[src/rtl/gpu_pixel_writer_pkg.sv]
// Shared GPU screen geometry plus the pixel-writer state type and address helper.
`ifndef GPU_DEFINITIONS_VH
`define GPU_DEFINITIONS_VH
`define WIDTH_BITS    10
`define HEIGHT_BITS   9
`define SCREEN_WIDTH  640
`define SCREEN_HEIGHT 480
`define FB_ADDR_BITS  19
`endif

package gpu_pixel_writer_pkg;

   localparam int COLOR_BITS_DEF = 8;
   localparam int FIFO_DEPTH_DEF = 4;

   typedef enum logic {
      ST_IDLE = 1'b0,
      ST_REQ  = 1'b1
   } wr_state_t;

   // 640 = 512 + 128, so the row offset is two shifts and an add.
   function automatic logic [`FB_ADDR_BITS-1:0] fb_addr_640(
      input logic [`HEIGHT_BITS-1:0] y,
      input logic [`WIDTH_BITS-1:0]  x
   );
      logic [`FB_ADDR_BITS-1:0] w_y;
      w_y = `FB_ADDR_BITS'(y);
      return (w_y << 9) + (w_y << 7) + `FB_ADDR_BITS'(x);
   endfunction

endpackage

[src/rtl/gpu_pixel_fifo.sv]
// Synchronous FIFO; exposes the head entry and the one behind it so the
// writer can chain requests back-to-back on an ack edge.
module gpu_pixel_fifo #(
   parameter int WIDTH = 8,
   parameter int DEPTH = 4,
   parameter int CNT_W = $clog2(DEPTH) + 1
) (
   input  logic             clk,
   input  logic             n_rst,
   input  logic             i_push,
   input  logic             i_pop,
   input  logic [WIDTH-1:0] i_data,
   output logic [WIDTH-1:0] o_head,
   output logic [WIDTH-1:0] o_next,
   output logic             o_full,
   output logic             o_empty,
   output logic [CNT_W-1:0] o_count
);
   localparam int PTR_W = $clog2(DEPTH);

   logic [WIDTH-1:0] r_mem [DEPTH];
   logic [PTR_W-1:0] r_wr_ptr;
   logic [PTR_W-1:0] r_rd_ptr;
   logic [CNT_W-1:0] r_count;
   logic             w_do_push;
   logic             w_do_pop;

   assign o_full    = (r_count == CNT_W'(DEPTH));
   assign o_empty   = (r_count == CNT_W'(0));
   assign o_count   = r_count;
   assign w_do_push = i_push && !o_full;
   assign w_do_pop  = i_pop && !o_empty;
   assign o_head    = r_mem[r_rd_ptr];
   assign o_next    = r_mem[r_rd_ptr + PTR_W'(1)];

   // Storage array; contents are don't-care until written.
   always_ff @(posedge clk) begin
      if (w_do_push) begin
         r_mem[r_wr_ptr] <= i_data;
      end
   end

   // Pointers and occupancy.
   always_ff @(posedge clk or negedge n_rst) begin
      if (!n_rst) begin
         r_wr_ptr <= PTR_W'(0);
         r_rd_ptr <= PTR_W'(0);
         r_count  <= CNT_W'(0);
      end else begin
         r_wr_ptr <= w_do_push ? r_wr_ptr + PTR_W'(1) : r_wr_ptr;
         r_rd_ptr <= w_do_pop  ? r_rd_ptr + PTR_W'(1) : r_rd_ptr;
         case ({w_do_push, w_do_pop})
            2'b10:   r_count <= r_count + CNT_W'(1);
            2'b01:   r_count <= r_count - CNT_W'(1);
            default: r_count <= r_count;
         endcase
      end
   end

endmodule

[src/rtl/gpu_pixel_writer.sv]
// Rasteriser pixel sink: range-checks (x, y), queues {addr, colour} and
// drains the queue as single-word req/ack framebuffer writes.
module gpu_pixel_writer
   import gpu_pixel_writer_pkg::*;
#(
   parameter int SCREEN_WIDTH  = `SCREEN_WIDTH,
   parameter int SCREEN_HEIGHT = `SCREEN_HEIGHT,
   parameter int COLOR_BITS    = COLOR_BITS_DEF,
   parameter int FIFO_DEPTH    = FIFO_DEPTH_DEF,
   parameter int ADDR_BITS     = `FB_ADDR_BITS
) (
   input  logic                    clk,
   input  logic                    n_rst,
   input  logic [`WIDTH_BITS-1:0]  x_i,
   input  logic [`HEIGHT_BITS-1:0] y_i,
   input  logic [COLOR_BITS-1:0]   color_i,
   input  logic                    valid_i,
   output logic                    ready_o,
   output logic                    drop_o,
   output logic                    mem_req_o,
   output logic [ADDR_BITS-1:0]    mem_addr_o,
   output logic [COLOR_BITS-1:0]   mem_data_o,
   input  logic                    mem_ack_i,
   output logic                    busy_o
);
   localparam int CNT_W = $clog2(FIFO_DEPTH) + 1;
   localparam int ENT_W = ADDR_BITS + COLOR_BITS;
   localparam logic [`WIDTH_BITS-1:0]  X_LIM = `WIDTH_BITS'(SCREEN_WIDTH);
   localparam logic [`HEIGHT_BITS-1:0] Y_LIM = `HEIGHT_BITS'(SCREEN_HEIGHT);

   wr_state_t        r_state;
   wr_state_t        w_state_nxt;
   logic             r_req;
   logic             r_drop;
   logic [ADDR_BITS-1:0]  r_addr;
   logic [COLOR_BITS-1:0] r_data;

   logic             w_in_range;
   logic             w_accept;
   logic             w_push;
   logic             w_pop;
   logic             w_load;
   logic             w_req_nxt;
   logic [ADDR_BITS-1:0] w_addr;
   logic [ENT_W-1:0] w_push_data;
   logic [ENT_W-1:0] w_load_data;
   logic [ENT_W-1:0] w_head;
   logic [ENT_W-1:0] w_next;
   logic             w_full;
   logic             w_empty;
   logic [CNT_W-1:0] w_count;

   if (SCREEN_WIDTH == 640) begin : g_addr_shift
      assign w_addr = ADDR_BITS'(fb_addr_640(y_i, x_i));
   end else begin : g_addr_mul
      assign w_addr = ADDR_BITS'(y_i) * ADDR_BITS'(SCREEN_WIDTH) + ADDR_BITS'(x_i);
   end

   assign w_in_range  = (x_i < X_LIM) && (y_i < Y_LIM);
   assign w_accept    = valid_i && ready_o;
   assign w_push      = w_accept && w_in_range;
   assign w_push_data = {w_addr, color_i};

   gpu_pixel_fifo #(
      .WIDTH (ENT_W),
      .DEPTH (FIFO_DEPTH),
      .CNT_W (CNT_W)
   ) u_fifo (
      .clk     (clk),
      .n_rst   (n_rst),
      .i_push  (w_push),
      .i_pop   (w_pop),
      .i_data  (w_push_data),
      .o_head  (w_head),
      .o_next  (w_next),
      .o_full  (w_full),
      .o_empty (w_empty),
      .o_count (w_count)
   );

   // The head stays queued while its request is outstanding, so it is popped only on ack.
   always_comb begin
      w_state_nxt = r_state;
      w_req_nxt   = r_req;
      w_pop       = 1'b0;
      w_load      = 1'b0;
      w_load_data = w_head;
      case (r_state)
         ST_IDLE: begin
            if (!w_empty) begin
               w_load      = 1'b1;
               w_req_nxt   = 1'b1;
               w_state_nxt = ST_REQ;
            end else begin
               w_req_nxt   = 1'b0;
            end
         end
         ST_REQ: begin
            if (mem_ack_i) begin
               w_pop = 1'b1;
               if (w_count > CNT_W'(1)) begin
                  w_load      = 1'b1;
                  w_load_data = w_next;
               end else if (w_push) begin
                  w_load      = 1'b1;
                  w_load_data = w_push_data;
               end else begin
                  w_req_nxt   = 1'b0;
                  w_state_nxt = ST_IDLE;
               end
            end else begin
               w_req_nxt = 1'b1;
            end
         end
         default: begin
            w_req_nxt   = 1'b0;
            w_state_nxt = ST_IDLE;
         end
      endcase
   end

   // State, request and the registered memory-port / drop outputs.
   always_ff @(posedge clk or negedge n_rst) begin
      if (!n_rst) begin
         r_state <= ST_IDLE;
         r_req   <= 1'b0;
         r_drop  <= 1'b0;
         r_addr  <= {ADDR_BITS{1'b0}};
         r_data  <= {COLOR_BITS{1'b0}};
      end else begin
         r_state <= w_state_nxt;
         r_req   <= w_req_nxt;
         r_drop  <= w_accept && !w_in_range;
         if (w_load) begin
            r_addr <= w_load_data[ENT_W-1 -: ADDR_BITS];
            r_data <= w_load_data[COLOR_BITS-1:0];
         end else begin
            r_addr <= r_addr;
            r_data <= r_data;
         end
      end
   end

   assign ready_o    = !w_full;
   assign drop_o     = r_drop;
   assign mem_req_o  = r_req;
   assign mem_addr_o = r_addr;
   assign mem_data_o = r_data;
   assign busy_o     = !w_empty || r_req;

endmodule

[config.mk]
export PLATFORM = sky130hd
export DESIGN_NAME = gpu_pixel_writer
export DESIGN_NICKNAME = d
export VERILOG_FILES = /design/src/rtl/gpu_pixel_writer_pkg.sv /design/src/rtl/gpu_pixel_fifo.sv /design/src/rtl/gpu_pixel_writer.sv
export SDC_FILE = /design/constraint.sdc
export NUM_CORES = 1
export LEC_CHECK = 0
export BUFFER_PORTS_ARGS = -buffer_cell sky130_fd_sc_hd__clkbuf_2
export CAP_MARGIN = 20
export CORE_UTILIZATION = 40
export DETAILED_ROUTE_END_ITERATION = 10
export HOLD_SLACK_MARGIN = 0.15
export PLACE_DENSITY = 0.65
export SLEW_MARGIN = 30
export SYNTH_ARGS = -nofsm -noshare
export SYNTH_HDL_FRONTEND = slang
export SYNTH_SLANG_ARGS = --single-unit
[constraint.sdc]
create_clock -name clk -period 2.43 [get_ports clk]
set_input_delay 0.243 -clock clk [delete_from_list [all_inputs] [get_ports clk]]
set_output_delay 0.243 -clock clk [all_outputs]
set_load 0.1 [all_outputs]
---- Word-level counts from Yosys, hierarchy flattened ----
Memory sizes are Yosys's and may differ from the RTL's.
Cells that the tools add are included.
word-level totals
  bits in registers ....................... 37
  bits in writable memories ............... 108
  input bits .............................. 31
  output and inout bits ................... 31
  word-level logic and storage cells ...... 57
  memories ................................ 1
memories
  memory        words  bits a word  read ports  clocked after Yosys merged registers in  write ports  line                  source
  u_fifo.r_mem  4      27           2           0                                        1            gpu_pixel_fifo.sv:21  logic [WIDTH-1:0] r_mem [DEPTH];
operators by class
  $add $sub $neg .......................... 6
  magnitude comparators ................... 3
  equal/unequal tests ..................... 5
  mux-type cells .......................... 20
  bitwise operators ....................... 1
  reduce and logical (&&, ||, !) cells .... 13
operators with widths
  kind                  count
  $mux 27               4
  $add 18x16->19        1
  $add 19x10->19        1
  $mux 1                12
  $lt 10x10->1 const B  1
  $lt 9x9->1 const B    1
  $logic_and 1x1->1     6
  $ne 3x3->1 const B    2
  $pmux 1 s2            3
  $pmux 3 s2            1
  $add 2x1->2 const B   2
  $add 3x1->3 const B   1
  $eq 3x3->1 const B    1
  $gt 3x1->1 const B    1
  $logic_not 1->1       3
  $logic_not 3->1       1
  $sub 3x1->3 const B   1
  $eq 2x1->1 const B    1
  $eq 2x2->1 const B    1
  $reduce_and 2->1      1
  $reduce_bool 2->1     1
  $logic_or 1x1->1      1
  $not 1->1             1

---- Depth between registers and ports, before layout ----
Gate-level depths: netlist (run 1).
  depth after elaboration ................. 8
  depth in mapped cells ................... 10
  depth with buffers taken out ............ 10

---- Modules after synthesis ----
From an unflattened synthesis (run 1), not the netlist that was laid out.
unflattened totals
  cells, all modules ...................... 465
  area, all modules ....................... 7,472.2 um2
modules (own cells, without submodules)
  module            instances  cells an instance  area an instance (um2)  sequential area each (um2)
  gpu_pixel_fifo    1          211                4,991.0                 3,418.3
  gpu_pixel_writer  1          254                2,481.1                 750.7

---- Worst setup path after synthesis (run 1) ----
No wires, ideal clock.
  kind .................................... register to register
  from .................................... reg u_fifo.r_count[0], in the netlist u_fifo.o_count[0]
  to ...................................... mem u_fifo.r_mem[0][0] (netlist bit), enable pin
  setup time .............................. 0.386 ns
  data arrival time ....................... 2.649 ns
  data required time ...................... 2.044 ns
  slack ................................... -0.605 ns
  stages on the path, launching flop included .. 7
  path buffers ............................ 0
  period minus slack after synthesis ...... 3.035 ns
  path through ............................ dfrtp_1 inv_1 ha_1 nand2_1 nand2_1 nor3_2 and2_1
on the way
  word-level cells in the longest chain between the ends .. 7
RTL lines
  element                           line                     source
  start, declared                   gpu_pixel_fifo.sv:24     logic [CNT_W-1:0] r_count;
  start signal, assigned            gpu_pixel_fifo.sv:53     2'b10: r_count <= r_count + CNT_W'(1);
  start signal, assigned            gpu_pixel_fifo.sv:54     2'b01: r_count <= r_count - CNT_W'(1);
  start signal, assigned            gpu_pixel_fifo.sv:55     default: r_count <= r_count;
  $eq 3x3->1 (*)                    gpu_pixel_fifo.sv:28     assign o_full = (r_count == CNT_W'(DEPTH));
  $logic_not 1->1 (*)               gpu_pixel_writer.sv:144  assign ready_o = !w_full;
  via ready_o                       gpu_pixel_writer.sv:18   output logic ready_o,
  $logic_and 1x1->1                 gpu_pixel_writer.sv:60   assign w_accept = valid_i && ready_o;
  $logic_and 1x1->1                 gpu_pixel_writer.sv:61   assign w_push = w_accept && w_in_range;
  $logic_and 1x1->1 (*)             gpu_pixel_fifo.sv:31     assign w_do_push = i_push && !o_full;
  $mux 1 (*)                        gpu_pixel_fifo.sv:38     if (w_do_push) begin
  $mux 1 (implied by the code) (*)  gpu_pixel_fifo.sv:39     r_mem[r_wr_ptr] <= i_data;
  end, declared                     gpu_pixel_fifo.sv:21
The timed path passes the listed nets; every way through them passes the cells marked *.

---- Final worst setup path (run 1) ----
  from .................................... in x_i[9]
  to ...................................... reg r_addr[14], in the netlist mem_addr_o[14]
on the way
  elaborated cells on any way between the ends .. 12
  classes of those cells .................. add/sub: 1; order compare: 1; mux: 8; reduce/logical: 2
RTL lines
  element                line                        source
  start, declared        gpu_pixel_writer.sv:14      input logic [`WIDTH_BITS-1:0] x_i,
  $add 19x10->19         gpu_pixel_writer_pkg.sv:28  return (w_y << 9) + (w_y << 7) + `FB_ADDR_BITS'(x);
  via u_fifo.i_data[22]  gpu_pixel_fifo.sv:12        input logic [WIDTH-1:0] i_data,
  $mux 27                gpu_pixel_writer.sv:104     end else if (w_push) begin
  $mux 27                gpu_pixel_writer.sv:101     if (w_count > CNT_W'(1)) begin
  $mux 27                gpu_pixel_writer.sv:99      if (mem_ack_i) begin
  $mux 27                gpu_pixel_writer.sv:88      case (r_state)
  end signal, assigned   gpu_pixel_writer.sv:128     r_addr <= {ADDR_BITS{1'b0}};
  end signal, assigned   gpu_pixel_writer.sv:135     r_addr <= w_load_data[ENT_W-1 -: ADDR_BITS];
  end signal, assigned   gpu_pixel_writer.sv:138     r_addr <= r_addr;
  end, declared          gpu_pixel_writer.sv:35      logic [ADDR_BITS-1:0] r_addr;
The timed path passes the listed nets, and every way through them passes these cells.
A chain may end at the register's enable or synchronous reset.

==> results.txt, run 1 <==
status: finished, final reports clean
hold_ws: 210 ps
delay of the slowest critical-path stage: 520 ps
worst path cell trace: clkbuf_2, inv_1, fa_1, inv_1, fa_1, a211oi_1, o21ai_1, buf_4, xor2_1, o22ai_1, a21oi_1
Synth Instances: 464
Tmin final: 2240 ps
post-route antenna net violation count: 0
Vias per Instance: 5.89
drt drc: 0
crit-path max FO: 5
DP HPWL: 11.0 mm
CP Class: input port to register
crit path buf inv count: 4
post-route setup slack: 191 ps
RD Place Congestion: 0.782
CTS tree: built
Die Span Y: 137 um
Power Total: 0.0125 W
Avg Inst Size Synth: 15.6 sq um
worst-skew pair later-pin latency: 420 ps
pre-CTS setup slack: -233 ps
first-pass GRT wire length: 26.8 mm
final non-filler cell total: 806
GRT Total Usage: 0.197
final setup fails: 0
Setup Fix Bufs, Post-CTS: 0
IO Port Bufs: 61
YS warnings: 0
VDD IR max: 0.00121 V
Top delay family on crit path: adder cells
Tightest Pin Transition: 774 ps
Num CTS Buffers: 17
Layout area overhead: 21.0%
pin count of the biggest net entering global routing: 28
Leak: 3.23 nW
Max Cap Violations: 0
required time of the critical path: 2780 ps
period utilization: 0.921
Cell Area, Synth: 7250 sq um
core region area: 17500 sq um
Finished Cell Area: 8780 sq um
Horiz. Die Dim: 137 um
final hold violation count: 0
vias in the first global route: 4899
Slew Limit Headroom: 0.484
H-tree depth: 4
crit path capture type: register
share of layout cells above drive strength 1: 0.337
Ports: 62
Worst Skew: 7.50 ps
nets in the synthesized netlist: 523
WL final: 17.0 mm
asr flop ratio synth: 0.255
starting density of the core: 0.415
CP max-delay cell: fa_1
1st-iter DRT viols: 413
RSZ-0062 raised after global routing: no
Synth Flop Type: edfxtp_1
number of flops mapped to enable cells by yosys: 108
Hold Path Class: input port to register
clock slew at reported path FFs: 60 ps
diode count: 0
antenna violations before repair: 0
CP startpoint kind: input port
Slew Viols, Final: 0
grt total ovfl: 0
Clock Path Buffers: 2
WL per Instance: 21.1 um
TritonCTS sink count: 145
post-synthesis sequential area ratio: 0.575
placement row count: 48
f_max: 447 MHz
DIE AREA: 18700 sq um
cell area power density: 1420 nW/um^2
Nets: 627
Synth cell types: 52
FF+latch count, synth: 145
DR vias: 4745
drt pass-1 iters: 5
CP arrival: 2580 ps
clock root cell: clkbuf_16
placed cell count: 757
Fill cells: 1442
cell area after placement: 8020 sq um
## state kept, by name (all words and copies together) (netlist names)
register / count
drop_o: 1
mem_req_o: 1
u_fifo.r_wr_ptr: 2
u_fifo.r_rd_ptr: 2
r_state: 1
mem_data_o: 8
u_fifo.r_mem: 108
mem_addr_o: 19
u_fifo.o_count: 3
## cell usage in the layout, fill, tap and decap left out, types with 2 or more instances in the layout
master	instances
xor2_1	6
a32oi_1	19
xnor2_1	7
clkinv_1	2
nand3_1	4
mux4_2	54
clkbuf_16	17
nor2_1	28
fa_1	2
o21ai_0	8
a211oi_1	6
a31oi_1	4
a21oi_1	8
or3_1	2
nand2b_1	3
edfxtp_1	108
buf_12	6
dlygate4sd3_1	17
o22ai_1	24
nor2b_1	3
bufinv_16	2
clkinv_2	5
dfrtp_1	35
o21a_1	20
nand2_1	15
clkbuf_8	3
o21ai_1	3
and2_2	4
and2_1	2
ha_1	26
buf_4	30
o211ai_1	2
inv_1	14
clkbuf_2	61
and4_1	2
## cells in the mapped netlist, types with 2 or more instances
cell      count  area [sq um]
edfxtp_1    108          3240
o21ai_0       9          45.0
dfrtp_1      37           926
fa_1          2          40.0
o21ai_1       2          10.0
buf_6         6          67.6
inv_1        14          52.6
a31oi_1       4          25.0
buf_2        10          50.1
o211ai_1      2          15.0
xnor2_1       7          61.3
ha_1         26           325
o22ai_1      24           150
buf_4         3          22.5
and4_1        2          17.5
xor2_1        6          52.6
nor2b_1       3          18.8
clkbuf_1     10          37.5
nand3_1       4          20.0
a211oi_1      6          45.0
mux4_2       54          1220
nor2_1       28           105
or3_1         2          12.5
o21a_1       20           150
nand2b_1      3          18.8
a21oi_1       8          40.0
and2_1        6          37.5
nand2_1      16          60.1
a32oi_1      19           166
## area by class of cell
| class | count | area (sq um) | share of cell area |
|---|---|---|---|
| tap | 225 | 282 | 0.0321 |
| multi-input combinational | 276 | 2870 | 0.327 |
| timing repair buffer | 114 | 821 | 0.0935 |
| inverter | 14 | 52.6 | 0.00599 |
| clock buffer | 21 | 470 | 0.0536 |
| sequential | 145 | 4170 | 0.476 |
| clock inverter | 11 | 110 | 0.0125 |
## cells by family (layout without fill, tap and decap cells)
group | count (synthesis) | count (layout) | share of synthesized area
DFF | 145 | 145 | 0.575
adders and majority gates | 28 | 28 | 0.0504
and+or+nand+nor | 74 | 74 | 0.0519
AOI/OAI and AO/OA | 106 | 106 | 0.106
muxes | 55 | 55 | 0.169
buffers and inverters | 43 | 160 | 0.0317
xor gates and xnor gates | 13 | 13 | 0.0157
## routing by layer
layer / GRT usage / vias to the layer above / routed length, um / share of wire
met3: 0.0400 / 18 / 1040 / 0.061
met5: 0 / - / 0 / 0
li1: - / 2085 / - / -
met4: 0.0704 / 0 / 174 / 0.010
met2: 0.314 / 188 / 8420 / 0.49
met1: 0.269 / 2454 / 7390 / 0.43
## worst min-delay path: cells and delay by family
kind / cells / cell delay [ps]
compound gates: 2 / 230
buf+inv: 1 / 110
## timing repair
item,CTS,global route
endpoints found under the hold margin,87,0
hold buffers,17,0
resized for setup,0,2
setup endpoints to repair,0,2
## path summary, 6_finish.rpt
kind                              startpoint            endpoint  slack [ps]  cells past startpoint
max                                   x_i[9]      mem_addr_o[14]         190                     11
min                                   x_i[7]              drop_o         210                      3
max reg2reg                u_fifo.o_count[0]       mem_addr_o[7]         270                      8
min reg2reg                    mem_addr_o[1]       mem_addr_o[1]         490                      1
max in group asynchronous              n_rst       mem_data_o[3]        1320                      3
min in group asynchronous              n_rst  u_fifo.r_wr_ptr[1]         430                      2
## power breakdown
part | internal (W) | switching (W) | leakage (nW) | total [W]
registers | 0.00331 | 0.000474 | 1.41 | 0.00378
logic | 0.00220 | 0.00392 | 1.53 | 0.00612
clock network | 0.00158 | 0.000972 | 0.292 | 0.00255
total | 0.00708 | 0.00537 | 3.23 | 0.0125
## stage by stage
stage | util | TNS, ps
after detailed placement | 0.459 | -3250
after global placement | 0.459 | -1700
after floorplan | - | -3580
final | 0.502 | 0
after CTS | 0.502 | 0
after global routing | 0.502 | 0
No activity file was read; power rests on OpenSTA's default activity.
==> run 2: changes to the inputs <==
- PLACE_DENSITY: 0.65 -> 0.63
- clock period: 2.43 -> 2.6 ns (I/O delays scaled with it)
==> run 2 against run 1 <==
  * Count of clock-buffer cells in the layout fell by 4
  * First-iteration DRC count rose by 12%
  * Register-to-register slack got worse by 20 ps
  * Sequential share of layout area rose by 0.38 points
  * Cell count fell by 1.4%
  * Clock skew rose by 4.4 ps
==> results.txt, run 2 (synthesis results as in run 1) <==
placed cell count: 746 (was 757)
GRT Total Usage: 0.195 (was 0.197)
crit-path max FO: 15 (was 5)
Nets: 616 (was 627)
cell area power density: 1330 nW/um^2 (was 1420 nW/um^2)
clock root cell: clkbuf_16 (unchanged)
drt pass-1 iters: 5 (unchanged)
CTS tree: built (unchanged)
Tightest Pin Transition: 561 ps (was 774 ps)
H-tree depth: 4 (unchanged)
pin count of the biggest net entering global routing: 31 (was 28)
Hold Path Stages: 3 (unchanged)
grt total ovfl: 0 (unchanged)
share of layout cells above drive strength 1: 0.332 (was 0.337)
final hold violation count: 0 (unchanged)
Tmin final: 2350 ps
leading cell types in the layout, fill and taps excluded: edfxtp_1 (108), clkbuf_2 (61), mux4_2 (54) (unchanged)
CP startpoint kind: register (was input port)
core region area: 17500 sq um (unchanged)
cell area after placement: 7950 sq um (was 8020 sq um)
post-route antenna net violation count: 0 (unchanged)
post-route setup slack: 248 ps (was 191 ps)
Largest register FFs: 108 (unchanged)
Max Cap Violations: 0 (unchanged)
RD Place Congestion: 0.750 (was 0.782)
RSZ-0062 raised after global routing: no (unchanged)
crit path capture type: register (unchanged)
VDD IR max: 0.000990 V (was 0.00121 V)
DR vias: 4675 (was 4745)
footprint of the multi-input gates: 2870 sq um (about the same)
pre-CTS setup slack: -125 ps (was -233 ps)
TritonCTS sink count: 145 (unchanged)
CP Class: register to register (was input port to register)
diode count: 0 (unchanged)
clock slew at reported path FFs: 70 ps (was 60 ps)
final setup fails: 0 (unchanged)
starting density of the core: 0.415 (unchanged)
R2R cell count: 8 (unchanged)
required time of the critical path: 2950 ps (was 2780 ps)
Horiz. Die Dim: 137 um (unchanged)
Slew Viols, Final: 0 (unchanged)
Vias per Instance: 5.88 (was 5.89)
WL final: 16.9 mm (was 17.0 mm)
first-pass GRT wire length: 26.4 mm (was 26.8 mm)
DP HPWL: 10.9 mm (was 11.0 mm)
placement row count: 48 (unchanged)
hold_ws: 219 ps (was 210 ps)
worst path cell trace: inv_1, ha_1, o21ba_4, a311oi_2, nor2_4, buf_4, o21ai_0, a22o_1 (was clkbuf_2, inv_1, fa_1, inv_1, fa_1, a211oi_1, o21ai_1, buf_4, xor2_1, o22ai_1, a21oi_1)
Slew Limit Headroom: 0.622 (was 0.484)
Clock Path Buffers: 2 (unchanged)
worst-skew pair later-pin latency: 420 ps (about the same)
Die Span Y: 137 um (unchanged)
Ports: 62 (unchanged)
1st-iter DRT viols: 462 (was 413)
WL per Instance: 21.3 um (was 21.1 um)
Leak: 3.18 nW (was 3.23 nW)
delay of the slowest critical-path stage: 520 ps (about the same)
Num CTS Buffers: 17 (unchanged)
IO Port Bufs: 61 (unchanged)
CP max-delay cell: a311oi_2 (was fa_1)
final non-filler cell total: 795 (was 806)
Layout area overhead: 20.1% (was 21.0%)
Finished Cell Area: 8710 sq um (was 8780 sq um)
status: finished, final reports clean (unchanged)
Hold Path Class: input port to register (unchanged)
commonest non-fill, non-tap cell in the layout: edfxtp_1 (unchanged)
DIE AREA: 18700 sq um (unchanged)
Reg with most FFs: u_fifo.r_mem (unchanged)
antenna violations before repair: 0 (unchanged)
Fill cells: 1469 (was 1442)
CP arrival: 2710 ps (was 2580 ps)
Reg area: 4170 sq um (unchanged)
period utilization: 0.905
f_max: 425 MHz
vias in the first global route: 4742 (was 4899)
Worst Skew: 11.9 ps (was 7.50 ps)
Setup Fix Bufs, Post-CTS: 0 (unchanged)
drt drc: 0 (unchanged)
-- run 2: cell types whose count changed in the layout (fill, tap and decap cells not counted), sizes merged --
| cell | before | now |
|---|---|---|
| buf | 36 | 26 |
| bufinv | 2 | 1 |
| dlygate4sd3 | 17 | 16 |
| clkinv | 8 | 5 |
| clkbuf | 82 | 78 |
| clkinvlp | 0 | 2 |
| inv | 15 | 21 |
-- run 2: metrics by stage --
stage          setup TNS [ps]  total power, W   util
2_1_floorplan               0         0.00798      -
3_3_place_gp            -56.6         0.00911  0.455
3_5_place_dp             -458         0.00921  0.455
4_1_cts                     0          0.0116  0.497
5_1_grt                     0          0.0121  0.498
6_report                    0          0.0115  0.498
-- run 2: timing repair --
action | in CTS | in global routing
resized for setup | 0 | 1
endpoints found under the hold margin | 89 | 0
hold buffers | 16 | 0
setup endpoints to repair | 0 | 1
-- run 2: worst paths after layout --
| kind | start | end | slack (ps) |
|---|---|---|---|
| worst min register to register | mem_data_o[3] | mem_data_o[3] | 490 |
| worst max-delay path | u_fifo.o_count[1] | mem_addr_o[18] | 250 |
| max in group asynchronous | n_rst | mem_addr_o[18] | 1720 |
| min in group asynchronous | n_rst | u_fifo.o_count[1] | 230 |
| worst max register to register | u_fifo.o_count[1] | mem_addr_o[18] | 250 |
| worst min-delay path | y_i[6] | drop_o | 220 |
-- run 2: cell type report --
cell class | instances | area share
repair buffers | 103 | 0.0874
well taps | 225 | 0.0323
clock inverters | 15 | 0.0170
multi-input cells | 276 | 0.329
flip-flops and latches | 145 | 0.479
inverters | 14 | 0.00604
clock buffers | 17 | 0.0489
-- run 2: worst max-delay path: cells and delay by family, from the launching register on --
kind                       cells  cell delay (ps)
AOI/OAI and AO/OA              4             1140
DFF                            1              420
buffers and inverters          2              380
adders and majority gates      1              150
and+or+nand+nor                1              180
-- run 2: power breakdown --
group	internal [W]	total [W]	switching (W)
combinational	0.00199	0.00566	0.00366
clock	0.00134	0.00237	0.00103
sequential	0.00309	0.00352	0.000434
total	0.00642	0.0115	0.00512
-- run 2: routing by layer --
metal / part of all wire / vias up / track usage
met2: 0.49 / 202 / 0.322
met3: 0.071 / 19 / 0.0467
met5: 0 / - / 0
met4: 0.012 / 0 / 0.0685
met1: 0.42 / 2392 / 0.250
li1: - / 2062 / -
==> run 3: changes to the inputs <==
- SYNTH_HIERARCHICAL: default -> 1
==> run 3 against run 2 <==
  * The flow now finishes with violations (DRC)
  * Critical path depth rose by 4
  * Sequential share of layout area fell by 1.6 points
  * Die area is 3.0% higher
  * Power is essentially flat
  * Clock skew shrank 5.7 ps
  * Design area increased by 3.3%
  * Combinational power decreased by 0.9%
  * Clock power up 5%
  * Synthesized cell count up 0.22%
  * Sequential power decreased by 3%
  * Cell count grew 2.0%
  * Worst hold slack improved by 17 ps
  * Largest power group unchanged
  * Highest routed layer unchanged
==> results.txt, run 3 <==
WL per Instance: 21.1 um (was 21.3 um)
DP HPWL: 11.3 mm (was 10.9 mm)
failing checks: DRC
1st-iter DRT viols: 424 (was 462)
crit-path most repeated cell: inv_1
delay of the slowest critical-path stage: 440 ps (was 520 ps)
share of layout cells above drive strength 1: 0.369 (was 0.332)
Setup Fix Bufs, Post-CTS: 0 (unchanged)
pre-CTS setup slack: -84.9 ps (was -125 ps)
Die Span Y: 139 um (was 137 um)
IO Port Bufs: 61 (unchanged)
Synth Flop Type: edfxtp_1 (unchanged)
Synth top cells by count: edfxtp_1 (108), mux4_2 (54), dfrtp_1 (37), nor2_1 (31), ha_1 (22) (was edfxtp_1 (108), mux4_2 (54), dfrtp_1 (37), nor2_1 (28), ha_1 (26))
CP Class: register to register (unchanged)
commonest non-fill, non-tap cell in the layout: edfxtp_1 (unchanged)
Slew Limit Headroom: 0.553 (was 0.622)
cell area power density: 1280 nW/um^2 (was 1330 nW/um^2)
CP arrival: 2780 ps (was 2710 ps)
post-synthesis sequential area ratio: 0.558 (was 0.575)
final setup fails: 0 (unchanged)
RD Place Congestion: 0.795 (was 0.750)
flop2flop setup slack: 150 ps (was 250 ps)
status: finished, violations left (was finished, final reports clean)
Ports: 62 (unchanged)
Tightest Pin Transition: 664 ps (was 561 ps)
count leader, synth: edfxtp_1 (unchanged)
number of flops mapped to enable cells by yosys: 108 (unchanged)
asr flop ratio synth: 0.255 (unchanged)
worst-skew pair later-pin latency: 420 ps (about the same)
Hold Path Class: input port to register (unchanged)
FF+latch count, synth: 145 (unchanged)
DR vias: 4759 (was 4675)
clock root cell: clkbuf_16 (unchanged)
VDD IR max: 0.000523 V (was 0.000990 V)
worst path cell trace: nor3b_2, and2b_1, nand3_2, inv_1, nor2b_2, inv_1, ha_1, inv_1, fa_1, xor2_1, nor2_1, xor2_1 (was inv_1, ha_1, o21ba_4, a311oi_2, nor2_4, buf_4, o21ai_0, a22o_1)
Synth cell types: 64 (was 52)
Tmin final: 2450 ps (was 2350 ps)
Worst Skew: 6.24 ps (was 11.9 ps)
post-synth top area share: 0.434 (was 0.447)
Synth Instances: 465 (was 464)
Reg with most FFs: u_fifo/r_mem (was u_fifo.r_mem)
Leak: 3.31 nW (was 3.18 nW)
Power Total: 0.0115 W (about the same)
footprint of the multi-input gates: 3040 sq um (was 2870 sq um)
crit-path max FO: 5 (was 15)
post-route setup slack: 154 ps (was 248 ps)
RSZ-0062 raised after global routing: no (unchanged)
Top delay family on crit path: simple AND/OR/NAND/NOR gates (was compound AO/OA/AOI/OAI gates)
grt total ovfl: 0 (unchanged)
ranking of synthesized cells by area: edfxtp_1 (43%), mux4_2 (16%), dfrtp_1 (12%), ha_1 (3.7%), a22oi_2 (2.7%) (was edfxtp_1 (45%), mux4_2 (17%), dfrtp_1 (13%), ha_1 (4.5%), a32oi_1 (2.3%))
first-pass GRT wire length: 27.0 mm (was 26.4 mm)
nets in the synthesized netlist: 521 (was 523)
Max Cap Violations: 0 (unchanged)
Slew Viols, Final: 0 (unchanged)
WL final: 17.1 mm (was 16.9 mm)
Nets: 625 (was 616)
Avg Inst Size Synth: 16.1 sq um (was 15.6 sq um)
DIE AREA: 19200 sq um (was 18700 sq um)
TritonCTS sink count: 145 (unchanged)
crit path capture type: register (unchanged)
Clock Path Buffers: 2 (unchanged)
drt pass-1 iters: 9 (was 5)
Fill cells: 1530 (was 1469)
YS warnings: 6 (was 0)
CP max-delay cell: dfrtp_1 (was a311oi_2)
Reg area: 4170 sq um (about the same)
period utilization: 0.941 (was 0.905)
CP startpoint kind: register (unchanged)
Num CTS Buffers: 17 (unchanged)
starting density of the core: 0.412 (was 0.415)
pin count of the biggest net entering global routing: 34 (was 31)
leading area contributor after synthesis: edfxtp_1 (unchanged)
antenna violations before repair: 0 (unchanged)
vias in the first global route: 4811 (was 4742)
clock slew at reported path FFs: 60 ps (was 70 ps)
GRT Total Usage: 0.187 (was 0.195)
final hold violation count: 0 (unchanged)
leading cell types in the layout, fill and taps excluded: edfxtp_1 (108), clkbuf_2 (61), mux4_2 (54) (unchanged)
Layout area overhead: 20.4% (was 20.1%)
Horiz. Die Dim: 139 um (was 137 um)
post-layout util: 0.496 (was 0.498)
H-tree depth: 4 (unchanged)
post-route antenna net violation count: 0 (unchanged)
Largest register FFs: 108 (unchanged)
diode count: 0 (unchanged)
Cell Area, Synth: 7470 sq um (was 7250 sq um)
required time of the critical path: 2940 ps (was 2950 ps)
placement row count: 49 (was 48)
drt drc: 6 (was 0)
crit path buf inv count: 3 (was 2)
f_max: 409 MHz (was 425 MHz)
Vias per Instance: 5.87 (was 5.88)
CTS tree: built (unchanged)
core region area: 18100 sq um (was 17500 sq um)
==> run 3: layout make-up <==
cell class                      count  area share
Clock buffer                       20      0.0508
Clock inverter                     12      0.0175
Inverter                           20     0.00835
Multi-Input combinational cell    276       0.338
Sequential cell                   145       0.464
Tap cell                          229      0.0319
Timing Repair Buffer              109      0.0896
==> run 3: power by group <==
part           internal [W]  switching [W]
Sequential          0.00308       0.000348
Combinational       0.00205        0.00355
Clock               0.00156       0.000939
==> run 3: final timing paths <==
kind                                         from                 end  cells after the start
worst max-delay path            u_fifo/o_count[0]   u_fifo/o_count[2]                     12
worst min-delay path                       y_i[7]              drop_o                      3
worst max register to register  u_fifo/o_count[0]   u_fifo/o_count[2]                     12
worst min register to register      mem_data_o[7]       mem_data_o[7]                      1
max in group asynchronous                   n_rst  u_fifo/r_rd_ptr[1]                      3
min in group asynchronous                   n_rst       mem_addr_o[5]                      3
==> run 3: tightest hold or removal path: cells and delay by family <==
kind                   cells  cell delay, ps
AND/OR/NAND/NOR            1             140
AO/OA/AOI/OAI              1              90
buffers and inverters      1             120
==> run 3: routing by layer <==
metal / up-vias / global-route usage / share of wire
li1: 2097 / - / -
met1: 2486 / 0.248 / 0.44
met2: 154 / 0.302 / 0.49
met3: 22 / 0.0483 / 0.059
met4: 0 / 0.0596 / 0.012
met5: - / 0 / 0
==> run 3: metrics by stage <==
step	hold slack (ps)	setup TNS [ps]	cell area (sq um)	cells
floorplan	-35.6	0	7470	465
global placement	266	0	8220	763
detailed placement	262	-342	8220	763
CTS	216	0	8990	811
global route	263	0	8990	811
finish	237	0	8990	811
==> run 3: cells by family (layout without fill, tap and decap cells) <==
kind of cell | Yosys count | after routing | share of synthesized area
XOR/XNOR | 11 | 11 | 0.0129
AO/OA/AOI/OAI | 94 | 94 | 0.112
buffers and inverters | 44 | 161 | 0.0367
adder cells (fa/ha/maj) | 25 | 25 | 0.0449
multiplexers | 60 | 60 | 0.171
AND/OR/NAND/NOR | 86 | 86 | 0.0648
flip-flops | 145 | 145 | 0.558
==> run 3: timing repair <==
item	4_1_cts	5_1_grt
endpoints found under the setup margin	0	1
endpoints found under the hold margin	97	0
hold buffers	16	0
gates resized for setup	0	1
